**config.mk**
```make
export PLATFORM = sky130hd
export DESIGN_NAME = vga_timing_gen
export DESIGN_NICKNAME = d
export VERILOG_FILES = /design/src/rtl/vga_timing_pkg.sv /design/src/rtl/clk_en_div.sv /design/src/rtl/vga_timing_gen.sv
export SDC_FILE = /design/constraint.sdc
export NUM_CORES = 1
export LEC_CHECK = 0
export ABC_AREA = 1
export CORE_MARGIN = 3
export CORE_UTILIZATION = 48
export CTS_CLUSTER_SIZE = 25
export DETAILED_ROUTE_END_ITERATION = 12
export PLACE_DENSITY = 0.81
export SETUP_SLACK_MARGIN = 0.4
export SLEW_MARGIN = 25
export SYNTH_ARGS = -nofsm -noshare
export SYNTH_HDL_FRONTEND = slang
export SYNTH_SLANG_ARGS = --single-unit
```
**constraint.sdc**
```tcl
create_clock -name clk -period 1.9 [get_ports clk]
set_clock_uncertainty 0.1 [all_clocks]
set_input_delay 0.285 -clock clk [delete_from_list [all_inputs] [get_ports clk]]
set_output_delay 0.285 -clock clk [all_outputs]
set_load 0.01 [all_outputs]
```
**src/rtl/vga_timing_pkg.sv**
```systemverilog
// Shared VGA 640x480@60 timing constants. The renderer imports the same
// constants for its display-area offsets.
package vga_timing_pkg;

  // Width of hCount/vCount and of every timing compare.
  localparam int CNT_W = 10;

  localparam int VGA_PIX_DIV      = 4;    // 100 MHz clk -> 25 MHz pixel enable
  localparam int VGA_H_TOTAL      = 800;
  localparam int VGA_H_SYNC       = 96;
  localparam int VGA_H_DISP_START = 144;
  localparam int VGA_H_DISP_END   = 784;
  localparam int VGA_V_TOTAL      = 525;
  localparam int VGA_V_SYNC       = 2;
  localparam int VGA_V_DISP_START = 35;
  localparam int VGA_V_DISP_END   = 515;

endpackage

```
**src/rtl/clk_en_div.sv**
```systemverilog
// Clock-enable divider: counts 0..PIX_DIV-1 and raises a registered one-clk
// enable on the clk after the count reaches its last value.
module clk_en_div #(
  parameter int PIX_DIV = 4
) (
  input  logic i_clk,
  input  logic i_rst,
  output logic o_pix_en
);

  localparam int DIV_W = $clog2(PIX_DIV);
  localparam logic [DIV_W-1:0] L_DIV_LAST = DIV_W'(PIX_DIV - 1);

  logic [DIV_W-1:0] r_div;
  logic             r_pix_en;
  logic             w_div_last;

  assign w_div_last = (r_div == L_DIV_LAST);

  // Free-running divider; pix_en follows the terminal count by one clk.
  always_ff @(posedge i_clk) begin
    if (i_rst) begin
      r_div    <= '0;
      r_pix_en <= 1'b0;
    end else begin
      r_pix_en <= w_div_last;
      r_div    <= w_div_last ? '0 : r_div + DIV_W'(1);
    end
  end

  assign o_pix_en = r_pix_en;

endmodule

```
**src/rtl/vga_timing_gen.sv**
```systemverilog
// VGA timing generator: pixel enable, h/v counters and registered sync,
// bright and frame_tick decode. The decode is computed from the next counter
// values so every output changes on the same edge as hCount/vCount.
module vga_timing_gen
  import vga_timing_pkg::*;
#(
  parameter int PIX_DIV      = VGA_PIX_DIV,
  parameter int H_TOTAL      = VGA_H_TOTAL,
  parameter int H_SYNC       = VGA_H_SYNC,
  parameter int H_DISP_START = VGA_H_DISP_START,
  parameter int H_DISP_END   = VGA_H_DISP_END,
  parameter int V_TOTAL      = VGA_V_TOTAL,
  parameter int V_SYNC       = VGA_V_SYNC,
  parameter int V_DISP_START = VGA_V_DISP_START,
  parameter int V_DISP_END   = VGA_V_DISP_END
) (
  input  logic             clk,
  input  logic             rst,
  output logic             pix_en,
  output logic [CNT_W-1:0] hCount,
  output logic [CNT_W-1:0] vCount,
  output logic             hSync,
  output logic             vSync,
  output logic             bright,
  output logic             frame_tick
);

  localparam logic [CNT_W-1:0] L_H_LAST       = CNT_W'(H_TOTAL - 1);
  localparam logic [CNT_W-1:0] L_H_SYNC       = CNT_W'(H_SYNC);
  localparam logic [CNT_W-1:0] L_H_DISP_START = CNT_W'(H_DISP_START);
  localparam logic [CNT_W-1:0] L_H_DISP_END   = CNT_W'(H_DISP_END);
  localparam logic [CNT_W-1:0] L_V_LAST       = CNT_W'(V_TOTAL - 1);
  localparam logic [CNT_W-1:0] L_V_SYNC       = CNT_W'(V_SYNC);
  localparam logic [CNT_W-1:0] L_V_DISP_START = CNT_W'(V_DISP_START);
  localparam logic [CNT_W-1:0] L_V_DISP_END   = CNT_W'(V_DISP_END);

  logic             w_pix_en;
  logic [CNT_W-1:0] w_h_next;
  logic [CNT_W-1:0] w_v_next;
  logic             w_h_wrap;

  logic [CNT_W-1:0] r_h_count;
  logic [CNT_W-1:0] r_v_count;
  logic             r_h_sync;
  logic             r_v_sync;
  logic             r_bright;
  logic             r_frame_tick;

  clk_en_div #(
    .PIX_DIV (PIX_DIV)
  ) u_clk_en_div (
    .i_clk    (clk),
    .i_rst    (rst),
    .o_pix_en (w_pix_en)
  );

  // Next raster position: column wraps at end of line, line wraps at end of frame.
  always_comb begin
    w_h_wrap = (r_h_count == L_H_LAST);
    w_h_next = r_h_count + CNT_W'(1);
    w_v_next = r_v_count;
    if (w_h_wrap) begin
      w_h_next = '0;
      w_v_next = (r_v_count == L_V_LAST) ? '0 : r_v_count + CNT_W'(1);
    end
  end

  // Counters and decode advance together on pix_en; frame_tick lasts one clk.
  always_ff @(posedge clk) begin
    if (rst) begin
      r_h_count    <= '0;
      r_v_count    <= '0;
      r_h_sync     <= 1'b0;
      r_v_sync     <= 1'b0;
      r_bright     <= 1'b0;
      r_frame_tick <= 1'b0;
    end else begin
      r_frame_tick <= 1'b0;
      if (w_pix_en) begin
        r_h_count    <= w_h_next;
        r_v_count    <= w_v_next;
        r_h_sync     <= (w_h_next >= L_H_SYNC);
        r_v_sync     <= (w_v_next >= L_V_SYNC);
        r_bright     <= (w_h_next >= L_H_DISP_START) && (w_h_next < L_H_DISP_END) &&
                        (w_v_next >= L_V_DISP_START) && (w_v_next < L_V_DISP_END);
        r_frame_tick <= (w_h_next == '0) && (w_v_next == L_V_DISP_END);
      end
    end
  end

  assign pix_en     = w_pix_en;
  assign hCount     = r_h_count;
  assign vCount     = r_v_count;
  assign hSync      = r_h_sync;
  assign vSync      = r_v_sync;
  assign bright     = r_bright;
  assign frame_tick = r_frame_tick;

endmodule

```
# After elaboration in Yosys (flattened, before gate mapping)
# Index checks and enable logic that the tools add are counted.
[word_totals]
register_bits = 27
in_bits = 2
output_inout_bits = 25
word_cells = 32
[classes]
add_sub_neg = 3
n_lt_le_gt_ge = 6
n_eq_ne = 4
n_mux = 3
bitwise_logic = 1
reduce_logical = 7
[ops]
columns = ["operator", "count"]
rows = [
  ["equality test 10 bit (second input constant)", 3],
  ["two-way mux 10 bit", 3],
  ["adder 10 x 1 -> 10 bit (second input constant)", 2],
  ["less-than comparator 10 bit (second input constant)", 2],
  ["greater-or-equal comparator 10 x 2 -> 1 bit (second input constant)", 1],
  ["greater-or-equal comparator 10 x 6 -> 1 bit (second input constant)", 1],
  ["greater-or-equal comparator 10 x 7 -> 1 bit (second input constant)", 1],
  ["greater-or-equal comparator 10 x 8 -> 1 bit (second input constant)", 1],
  ["zero test 10 bit", 1],
  ["logical AND 1 bit", 4],
  ["OR reduction 2 bit", 2],
  ["adder 2 x 1 -> 2 bit (second input constant)", 1],
  ["equality test 2 bit (second input constant)", 1],
  ["inverter 1 bit", 1],
]

# Longest topological paths before layout
# Gate-level depths: netlist of the first run.
[logic_depth]
word_depth = 6
depth_mapped = 15
mapped_depth_nobuf = 15

# Modules after synthesis
# Synthesis of the first run repeated with hierarchy kept, for this count alone.
[hier_totals]
hier_cells = 308
area_unflattened_um2 = 1899.3
[modules_own_cells]
columns = ["mod", "instances", "cells_each", "area_each_um2", "seq_area_each_um2"]
rows = [
  ["vga_timing_gen", 1, 297, 1800.5, 480.5],
  ["clk_en_div", 1, 11, 98.8, 60.1],
]

# Worst setup path after synthesis of the first run
# OpenSTA, ideal clock, no wires.
[synth_path]
path_type = "reg2reg"
startpoint = "reg r_h_count[0], in the netlist hCount[0]"
endpoint = "reg r_bright, in the netlist bright"
setup_time_ns = 0.131
arrival_ns = 1.824
required_ns = 1.669
path_slack_ns = -0.155
path_stages_with_launch = 14
path_buffers = 1
synth_period_minus_slack_ns = 2.055
path_cell_list = "dfxtp_1 > ha_1 > nand2_2 > nor2_4 > inv_2 > nor2_8 > buf_8 > nand3_1 > nand2_2 > nand3_1 > nor2_1 > nand2_1 > nand3_2 > a21oi_2"
[synth_between]
elab_chain_len = 6
elab_cells_between_ends = 11
cone_classes = "1 x add/sub; 4 x order compare; 1 x eq/ne; 2 x mux; 3 x reduce/logical"
[synth_rtl]
columns = ["element", "line_no", "rtl"]
rows = [
  ["from (decl)", "vga_timing_gen.sv:42", "logic [CNT_W-1:0] r_h_count;"],
  ["from (signal assigned)", "vga_timing_gen.sv:80", "r_h_count <= w_h_next;"],
  ["adder 10 x 1 -> 10 bit or equality test 10 bit (tied branches)", "vga_timing_gen.sv:60, vga_timing_gen.sv:59", ""],
  ["two-way mux 10 bit", "vga_timing_gen.sv:62", "if (w_h_wrap) begin"],
  ["greater-or-equal comparator 10 x 8 -> 1 bit or less-than comparator 10 bit (tied branches)", "vga_timing_gen.sv:84", "r_bright <= (w_h_next >= L_H_DISP_START) && (w_h_next < L_H_DISP_END) &&"],
  ["logical AND 1 bit (2 in series)", "vga_timing_gen.sv:84", ""],
  ["logical AND 1 bit *", "vga_timing_gen.sv:85", "(w_v_next >= L_V_DISP_START) && (w_v_next < L_V_DISP_END);"],
  ["to (signal assigned)", "vga_timing_gen.sv:84", ""],
  ["to (decl)", "vga_timing_gen.sv:46", "logic r_bright;"],
]
# Every way passes the cells marked *; elsewhere a longest branch is shown, timed or not.
# A chain may end at the register's enable or synchronous reset.

# Worst setup path after layout of the first run
# Same ends and word-level chain as after synthesis.

==> impl_metrics.yaml, run 1 <==
clock_network:
  clk_pin_slew_ps: 150
  root_buffer: "clkbuf_4"
  cts-htree-levels: 1
  cts_tree: "built"
  numCtsBuffers: 3
  numClockSinks: 27
  cts_buffer_depth: 2
  clk_latency_ps: 320
logic_synthesis:
  yosys_register_bits: 27
  synth_seq_area_share_pct: 31.2
  synth_area_per_cell_sq_um: 6.43
  synth_cell_types: 33
  ys.warnings.count: 0
  synth_nets: 276
  synth_ff_type: "dfxtp_1"
  synthesis.area_sq_mm: 0.00173
  yosysTopAreaCellShare_pct: 31.2
  synth_edf_count: 0
  yosys.area.top_type: "dfxtp_1"
  synthArstFlopShare_pct: 0
  syn_inst: 269
  synthTopCellsByArea: "dfxtp_1 (31%), nand2_1 (12%), inv_1 (8.0%)"
sta:
  rsz0062_at_grt: "true"
  setup_violations: 3
  fin_ws_ps: -159
  holdWs_ps: 346
  max_freq_mhz: 486
  slew_headroom_pct: 81.5
  worst_slew_pin_slew_ps: 277
  fin_crit_sh_pct: 108
  finalHoldViolCount: 0
  slew_viol_final: 0
  period_needed_ps: 2060
route:
  drtIter0Drc: 223
  ant_nets: 0
  drt-pass1-iter-count: 4
  wl_mm: 5.86
  drc_errors: 0
  top_layer: "met4"
  num_vias: 2157
  wl_met2_mm: 2.76
  wl_per_cell_um: 15.2
  routed-wl-met3_um: 483
  wl_met1_mm: 2.47
  via_per_inst: 5.60
critical_path:
  crit_path_frequent_cell: "nor2_4"
  critPathSlowestCell: "dfxtp_4"
  cp_cell_sequence: "ha_4 -> nand2_4 -> nor2_4 -> inv_4 -> nor2_4 -> nand3_1 -> nand2_2 -> inv_2 -> nand2_2 -> nor2_4 -> nand2_1 -> nand2_1 -> nand3_2 -> a21oi_2"
  path_class: "flop to flop"
  critPathRequiredTime_ps: 2030
  cp.arrival_ps: 2190
  cpPeakStageDelay_ps: 390
  worstPathMaxFanout: 8
  endpoint_kind: "flop"
  start_kind: "flop"
power_and_ir_drop:
  vdd_drop_max_uv: 280
  power_mw: 1.12
  power_leakage_nw: 1.34
  cellPowerDensity_mw_per_mm2: 425
layout:
  post-route-util_pct: 77.1
  diodes: 0
  drive_gt1_share_pct: 41.3
  finalNetCount: 347
  area_growth_pct: 52.2
flow_run:
  maxCapViolCount: 0
floorplanning:
  die_y_um: 66.0
  row_count: 21
  die_w_um: 66.0
  num_io_pins: 27
  dieArea_sq_mm: 0.00436
  coreArea_sq_mm: 0.00342
  start_util_pct: 50.7
grt:
  grt_max_degree: 18
  grt_pass1_vias: 1803
  grt_pass1_wl_mm: 8.22
  grt_overflow_total: 0
  grtUsageTotal_pct: 24.0
  antenna_found_initial: 0
worst_hold_path:
  hold_class: "flop to flop"
place:
  gp_congestion: 0.875
  dp_hpwl_mm: 3.40
  portBuffers: 26
status:
  outcome: "complete, but fails checks"
  violations: "negative setup slack"
==> sequential cells by signal (all words and copies together) (netlist names) <==
signal and cells:
hCount 10, vCount 10, u_clk_en_div.r_div 2, bright 1, frame_tick 1, hSync 1, u_clk_en_div.o_pix_en 1, vSync 1
==> routing by layer <==
| layer | up-vias | track usage [%] |
|---|---|---|
| met2 | 128 | 39.8 |
| met3 | 23 | 2.72 |
| met4 | 0 | 4.82 |
| met5 | - | 0 |
| li1 | 1014 | - |
| met1 | 992 | 33.7 |
==> layout make-up <==
class | instances | area (sq um)
Clock buffer | 4 | 26.3
Fill cell | 232 | 782
Inverter | 42 | 161
Multi-Input combinational cell | 193 | 1200
Sequential cell | 27 | 588
Tap cell | 46 | 57.6
Timing Repair Buffer | 73 | 603
==> critical path, delay by kind of cell, from the launching register on <==
family | cells | cell delay (ps)
and+or+nand+nor | 10 | 1140
DFF | 1 | 390
adders and majority gates | 1 | 150
buffers and inverters | 2 | 130
AOI/OAI and AO/OA | 1 | 50
==> timing repair <==
item                                    in CTS  in global routing
endpoints found under the setup margin      41                 34
pin swaps                                   11                 29
buffers inserted                            13                 10
hold buffers                                 0                  0
gates cloned                                 1                  0
gates resized for setup                     73                 55
==> per-stage QoR <==
step	TNS (ps)	worst slack [ps]	cells	cell area [sq um]
global route	-601	-253	385	2630
floorplan	0	100	269	1770
detailed placement	-24.7	-24.7	357	2230
CTS	0	21.2	375	2420
global placement	0	31.9	357	2230
finish	-300	-159	385	2630
==> cell usage in the layout, fill, tap and decap left out, types with 5 or more instances in the layout <==
cell and instances:
nand2_1 41, buf_4 41, inv_1 31, nor2_1 26, nand2_2 19, nand3_1 16
a21oi_1 14, o21ai_0 13, dfxtp_2 11, dlygate4sd2_1 11, nand4_1 10, dfxtp_4 9
inv_2 8, nor2_2 8, dfxtp_1 7, buf_6 7, clkdlybuf4s15_1 6, nand3_2 5
o21ai_1 5, clkbuf_2 5
==> worst paths after layout <==
check | start | end | slack (ps) | depth (start not counted)
worst max-delay path | hCount[0]$_SDFFE_PP0P_ | bright$_SDFFE_PP0P_ | -160 | 14
worst min-delay path | u_clk_en_div.r_div[0]$_SDFF_PP0_ | u_clk_en_div.r_div[0]$_SDFF_PP0_ | 350 | 1
worst max register to register | hCount[0]$_SDFFE_PP0P_ | bright$_SDFFE_PP0P_ | -160 | 14
worst min register to register | u_clk_en_div.r_div[0]$_SDFF_PP0_ | u_clk_en_div.r_div[0]$_SDFF_PP0_ | 350 | 1
==> where the power goes <==
group | switching, mW | total, mW | internal, mW
sequential | 0.0208 | 0.606 | 0.585
clock | 0.172 | 0.254 | 0.0821
combinational | 0.145 | 0.260 | 0.115
total | 0.337 | 1.12 | 0.782
==> kinds of logic after synthesis <==
| group | synth area share [%] |
|---|---|
| and+or+nand+nor | 37.5 |
| buffers and inverters | 11.6 |
| AOI/OAI and AO/OA | 14.6 |
| DFF | 31.2 |
| adders and majority gates | 3.62 |
| xor gates and xnor gates | 1.52 |
==> synthesized netlist by cell type, types with 2 or more instances <==
master / n
nand2_1: 56
inv_1: 37
nor2_1: 34
dfxtp_1: 27
nand3_1: 21
o21ai_0: 16
a21oi_1: 15
nand4_1: 10
nand2_2: 6
clkbuf_1: 5
ha_1: 5
a31oi_1: 3
inv_2: 3
nor3_1: 3
o211ai_1: 3
xor2_1: 3
a211oi_1: 2
clkinv_1: 2
nand3_2: 2
o21ai_1: 2
o21bai_1: 2
No activity file was read; power rests on OpenSTA's default activity.
==> run 2: changes to the inputs <==
Settings changed: SLEW_MARGIN 25 to not set.
==> results of run 2 <==
Final layout, timing and power as in run 1 (identical DEF).
